==> src/rtl/mac_pkg.sv <==
// Shared constants for the MAC datapath: state encodings, default widths, vector length.
package mac_pkg;

  localparam int unsigned PROD_W      = 16;
  localparam int unsigned ACC_W       = 24;
  localparam int unsigned VEC_LEN_DEF = 8;
  localparam int unsigned CNT_W       = 8;

  localparam logic [0:0] ST_ACC  = 1'b0;
  localparam logic [0:0] ST_HOLD = 1'b1;

endpackage

==> src/rtl/acc_add.sv <==
// Combinational W-bit unsigned adder returning the wrapped sum and the carry out of the MSB.
module acc_add #(
  parameter int unsigned W = 24
) (
  input  logic [W-1:0] a,
  input  logic [W-1:0] b,
  output logic [W-1:0] sum,
  output logic         carry
);

  assign {carry, sum} = {1'b0, a} + {1'b0, b};

endmodule

==> src/rtl/prod_accum.sv <==
// Sums VEC_LEN consecutive unsigned products into one result, handed off on a
// valid/ready output with a sticky overflow flag covering the whole vector.
module prod_accum
  import mac_pkg::*;
#(
  parameter int unsigned IN_WORD_SIZE  = PROD_W,
  parameter int unsigned ACC_WORD_SIZE = ACC_W,
  parameter int unsigned VEC_LEN       = VEC_LEN_DEF
) (
  input  logic                     clk,
  input  logic                     rst,
  input  logic [IN_WORD_SIZE-1:0]  pin,
  input  logic                     in_valid,
  output logic                     in_ready,
  output logic [ACC_WORD_SIZE-1:0] acc_out,
  output logic                     ovf,
  output logic                     out_valid,
  input  logic                     out_ready,
  output logic [CNT_W-1:0]         cnt
);

  localparam logic [CNT_W-1:0] CNT_LAST = CNT_W'(VEC_LEN - 1);

  logic [0:0]               state, state_nx;
  logic [ACC_WORD_SIZE-1:0] acc, acc_nx, acc_out_nx, sum, pin_ext;
  logic [CNT_W-1:0]         cnt_nx;
  logic                     sticky, sticky_nx, ovf_nx, carry;

  assign pin_ext = ACC_WORD_SIZE'(pin);

  acc_add #(.W(ACC_WORD_SIZE)) u_acc_add (
    .a     (acc),
    .b     (pin_ext),
    .sum   (sum),
    .carry (carry)
  );

  assign in_ready  = (state == ST_ACC);
  assign out_valid = (state == ST_HOLD);

  // Next-state and datapath update; no transfer leaves everything unchanged.
  always_comb begin
    state_nx   = state;
    acc_nx     = acc;
    cnt_nx     = cnt;
    sticky_nx  = sticky;
    acc_out_nx = acc_out;
    ovf_nx     = ovf;
    case (state)
      ST_ACC: begin
        if (in_valid) begin
          if (cnt == CNT_LAST) begin
            acc_out_nx = sum;
            ovf_nx     = sticky | carry;
            acc_nx     = '0;
            cnt_nx     = '0;
            state_nx   = ST_HOLD;
          end else begin
            acc_nx    = sum;
            sticky_nx = sticky | carry;
            cnt_nx    = cnt + CNT_W'(1);
          end
        end
      end
      ST_HOLD: begin
        if (out_ready) begin
          state_nx  = ST_ACC;
          sticky_nx = 1'b0;
        end
      end
      default: state_nx = ST_ACC;
    endcase
  end

  always_ff @(posedge clk or posedge rst) begin
    if (rst) begin
      state   <= ST_ACC;
      acc     <= '0;
      cnt     <= '0;
      sticky  <= 1'b0;
      acc_out <= '0;
      ovf     <= 1'b0;
    end else begin
      state   <= state_nx;
      acc     <= acc_nx;
      cnt     <= cnt_nx;
      sticky  <= sticky_nx;
      acc_out <= acc_out_nx;
      ovf     <= ovf_nx;
    end
  end

endmodule

==> config.mk <==
export PLATFORM = sky130hd
export DESIGN_NAME = prod_accum
export DESIGN_NICKNAME = d
export VERILOG_FILES = /design/src/rtl/mac_pkg.sv /design/src/rtl/acc_add.sv /design/src/rtl/prod_accum.sv
export SDC_FILE = /design/constraint.sdc
export NUM_CORES = 1
export LEC_CHECK = 0
export BUFFER_PORTS_ARGS = -buffer_cell sky130_fd_sc_hd__buf_2
export CELL_PAD_IN_SITES_DETAIL_PLACEMENT = 1
export CELL_PAD_IN_SITES_GLOBAL_PLACEMENT = 1
export CORE_MARGIN = 1.5
export CORE_UTILIZATION = 44
export CTS_CLUSTER_DIAMETER = 60
export DETAILED_ROUTE_END_ITERATION = 8
export PLACE_DENSITY_LB_ADDON = 0.1
export RECOVER_POWER = 25
export SETUP_SLACK_MARGIN = 0.1
export SLEW_MARGIN = 10
export SYNTH_ARGS = -nofsm -noshare
export SYNTH_HDL_FRONTEND = slang
export SYNTH_HIERARCHICAL = 1
export SYNTH_SLANG_ARGS = --single-unit
==> constraint.sdc <==
create_clock -name clk -period 3.3 [get_ports clk]
set_input_delay 0.495 -clock clk [delete_from_list [all_inputs] [get_ports clk]]
set_output_delay 0.495 -clock clk [all_outputs]
set_load 0.02 [all_outputs]
# Word level (Yosys, flattened, before mapping)
# Index checks and enable logic that the tools add are counted.
[classes] n_addsub=2 eq_ne=4 muxes=10 bitwise_logic=2 reduce_logical=3
[ops] cell="$add A24 B16 Y25" count=1
[ops] cell="$mux W24" count=1
[ops] cell="$add A8 B1 Y8 const B" count=1
[ops] cell="$eq A8 B3 Y1 const B" count=1
[ops] cell="$mux W8" count=1
[ops] cell="$mux W1" count=6
[ops] cell="$ne A2 B2 Y1 const B" count=3
[ops] cell="$reduce_and A3 Y1" count=2
[ops] cell="$pmux W1 S2" count=2
[ops] cell="$reduce_and A2 Y1" count=1
[ops] cell="$not A1 Y1" count=1
[ops] cell="$or A1 B1 Y1" count=1
[word_totals] ff_bits=59 output_inout_bits=35 elab_cells=27

# Depth between registers and ports, before layout
[logic_depth] word_depth=5 depth_mapped=10 ltp_nobuf=10

# Modules after synthesis
# The synthesis kept the hierarchy.
[by_module_without_submodules] module="prod_accum" instances=1 cells_each=207 area_each_um2=2424.8 seq_area_each_um2=1476.4
[by_module_without_submodules] module="acc_add" instances=1 cells_each=172 area_each_um2=1252.5 seq_area_each_um2=0.0

# Least setup slack after synthesis
# No wires, ideal clock.
[synth_timing] path_kind="input -> register" start="input port pin[0]" end="register acc_out[22]" t_arrival_ps=2487 t_required_ps=3175 setup_slack_ps=688 path_stages=9 path_cell_list="ha_1 fa_1 a21o_1 a221oi_2 o21ai_0 nor3b_2 nor2_1 a311oi_2 mux2_4"
[synth_between] elab_chain_len=1
[synth_lines] element="from (decl)" line="prod_accum.sv:12" text="input logic [IN_WORD_SIZE-1:0] pin,"
[synth_lines] element="$add A24 B16 Y25" line="acc_add.sv:11" text="assign {carry, sum} = {1'b0, a} + {1'b0, b};"
[synth_lines] element="net sum[22]" line="prod_accum.sv:25" text="logic [ACC_WORD_SIZE-1:0] acc, acc_nx, acc_out_nx, sum, pin_ext;"
[synth_lines] element="to (signal assigned)" line="prod_accum.sv:88" text="acc_out <= acc_out_nx;"
[synth_lines] element="to (decl)" line="prod_accum.sv:15" text="output logic [ACC_WORD_SIZE-1:0] acc_out,"
# The timed path passes the listed nets, and every way through them passes these cells.
# A chain may end at the register's enable or synchronous reset.

# Worst setup path in the final report
[layout_timing] start="register acc[0]" end="register acc_out[22]"
[layout_between] elab_chain_len=1
[layout_lines] element="from (decl)" line="prod_accum.sv:25"
[layout_lines] element="from (signal assigned)" line="prod_accum.sv:85" text="acc <= acc_nx;"
[layout_lines] element="$add A24 B16 Y25" line="acc_add.sv:11"
[layout_lines] element="net sum[22]" line="prod_accum.sv:25"
# The timed path passes the listed nets, and every way through them passes these cells.

==> flow_summary.ini <==
[status]
status = finished, final reports clean

[timing]
timing.setup.tns_ps = 0
whs_ps = 358
fmax_ghz = 0.363
finalMaxSlewViolations = 0
rsz0062_at_grt = false
tightest_slew_ps = 1480
min_period_ps = 2750
timing_hold_violations_final = 0
finClkSkew_ps = 8.74
slew_headroom = 0.0138
finalCritPeriodShare = 0.834
setup_viol = 0

[yosys]
ys_ff_latch = 59
ys.warnings.count = 6
syn_area_per_cell_um2 = 9.70
async_reset_ff_frac = 1.00
synth.area.top_cells = dfrtp_1, ha_1, mux2_4, nand2_1, o21ai_0
synth_edf_count = 0
synthCells = 379
ys.flop_type = dfrtp_1
syn-cell-area_mm2 = 0.00368
yosysTopAreaCell = dfrtp_1
yosysTopAreaCellShare = 0.401
yosysSeqAreaShare = 0.401
synth_cell_types = 53

[power_and_ir_drop]
irDropWorstVdd_mv = 0.411
p_clk_frac = 0.189
powerDensity_mw_per_mm2 = 1060
switching_share = 0.429
seqPwrFrac = 0.278
p_int_mw = 2.61
p_switching_mw = 1.97
p_comb_frac = 0.533
power.leakage_nw = 2.15

[cells_and_area]
stdcell_area_mm2 = 0.00431
drive_gt1_frac = 0.249
fin_util = 0.527
antenna_cells = 0
final_net_count = 487
syn2layout_area_growth_pct = 17.2

[clock_tree]
cts_tree = done
h-tree-depth = 3
cts_sinks = 59
clock_latency_ps = 340
post_cts_resized = 0
clk_pin_slew_ps = 70
post_cts_buffers = 0
clock_path_buffers = 2
hold_buffers = 0
cts_root_buf = clkbuf_8
numCtsBuffers = 9

[job]
cap_violations = 0

[worst_hold_path]
hp-class = in -> reg
hp-start = out_ready
hold-path-cell-count = 2

[route]
drc = 0
viasPerCell = 5.55
vias = 3058
first_iter_violations = 44
wl_per_cell_um = 17.2
routed_wirelength_um = 9490
drtPass1Iterations = 4
drtAntennaViolNets = 0

[floorplanning]
initial_utilization = 0.450
num_io_pins = 55
fp-row-count = 33
dieArea_mm2 = 0.00892
die-width_um = 94.4
coreArea_mm2 = 0.00818
die_h_um = 94.4

[setup_path]
reg2regPathDepth = 9
required_ps = 3530
startpoint = acc[0]
cp.arrival_ps = 2980
crit_fanout = 3
timing.rr.start = acc[0]
start_kind = flop
crit_type = reg -> reg
crit_path_end_kind = flop

[placed_design]
placed_cell_area_mm2 = 0.00405
gp_congestion = 0.836
hpwlAfterDp_um = 6930
portBuffers = 54

[global_route]
grt_pass1_wl_um = 15700
grt_use_total = 0.230
grt-ovfl-total = 0
grt_max_degree = 60
antenna_found_initial = 0
grt_pass1_vias = 3236
## path summary, 6_finish.rpt
path / endpoint / slack, ps
worst max-delay path: acc_out[22] / 550
worst min-delay path: out_valid / 360
worst max register to register: acc_out[22] / 550
worst min register to register: cnt[7] / 490
max in group asynchronous: acc[17] / 1760
min in group asynchronous: acc_out[2] / 650
## logic make-up after synthesis
| logic type | after synthesis | synth area share |
|---|---|---|
| other | 1 | 0.00102 |
| AND/OR/NAND/NOR | 118 | 0.149 |
| AO/OA/AOI/OAI | 103 | 0.175 |
| multiplexers | 25 | 0.0936 |
| flip-flops | 59 | 0.401 |
| XOR/XNOR | 23 | 0.0548 |
| buffers and inverters | 24 | 0.0344 |
| adder cells (fa/ha/maj) | 26 | 0.0905 |
## routing by layer
layer / up-vias / track usage / routed length [um]
li1: 1462 / - / -
met1: 1541 / 0.296 / 4500
met2: 42 / 0.393 / 4630
met3: 13 / 0.0330 / 214
met4: 0 / 0.0833 / 144
met5: - / 0 / 0
## registers in the layout, indices dropped and copies added, names as in the netlist
| signal | flops |
|---|---|
| acc | 24 |
| ovf | 1 |
| out_valid | 1 |
| sticky | 1 |
| acc_out | 24 |
| cnt | 8 |
## worst max-delay path: stages (launching register included)
cell	delay, ps
dfrtp_1	380
ha_1	250
fa_1	430
a21o_1	220
a221oi_2	320
o21ai_0	200
nor3b_2	210
nor2_1	200
a311oi_2	140
mux2_4	280
## area by class of cell
type	count	area, um2
multi-input cells	303	2100
fillers	961	3860
clock buffers	12	165
inverters	9	33.8
clock inverters	4	95.1
well taps	105	131
flip-flops and latches	59	1480
repair buffers	59	305
## synthesized netlist by cell type (all sizes together), types with 4 or more instances
cell / instances
buf: 4
nand2: 68
nor3: 4
and3: 5
a21o: 7
mux2: 24
dfrtp: 59
o21ai: 45
clkbuf: 11
nand4: 4
nor2: 14
or3: 5
ha: 25
xnor2: 13
o211ai: 4
a211oi: 4
inv: 9
nand3: 7
xor2: 10
a21oi: 22
## power groups by stage
stage	clock [mW]	sequential, mW	combinational [mW]
2_1_floorplan	0	1.46	1.60
3_3_place_gp	0	1.27	2.34
3_5_place_dp	0	1.29	2.41
4_1_cts	0.890	1.28	2.43
5_1_grt	0.916	1.32	2.71
6_report	0.867	1.27	2.44
## through the flow
stage / cells / power (mW) / setup slack, ps
after detailed placement: 535 / 3.69 / 335
after floorplan: 386 / 3.06 / 688
after global routing: 551 / 4.94 / 325
after global placement: 535 / 3.61 / 422
final: 551 / 4.58 / 548
after CTS: 551 / 4.60 / 522
## placed cells by master (no fill, tap or decap), drive strengths merged, types with 8 or more instances in the layout
cell    instances
o21ai          45
nand2          68
inv             9
xnor2          13
conb            8
buf            58
a21oi          22
clkbuf         13
mux2           24
nor2           14
xor2           10
dfrtp          59
ha             25
(Power assumes the default switching activity.)
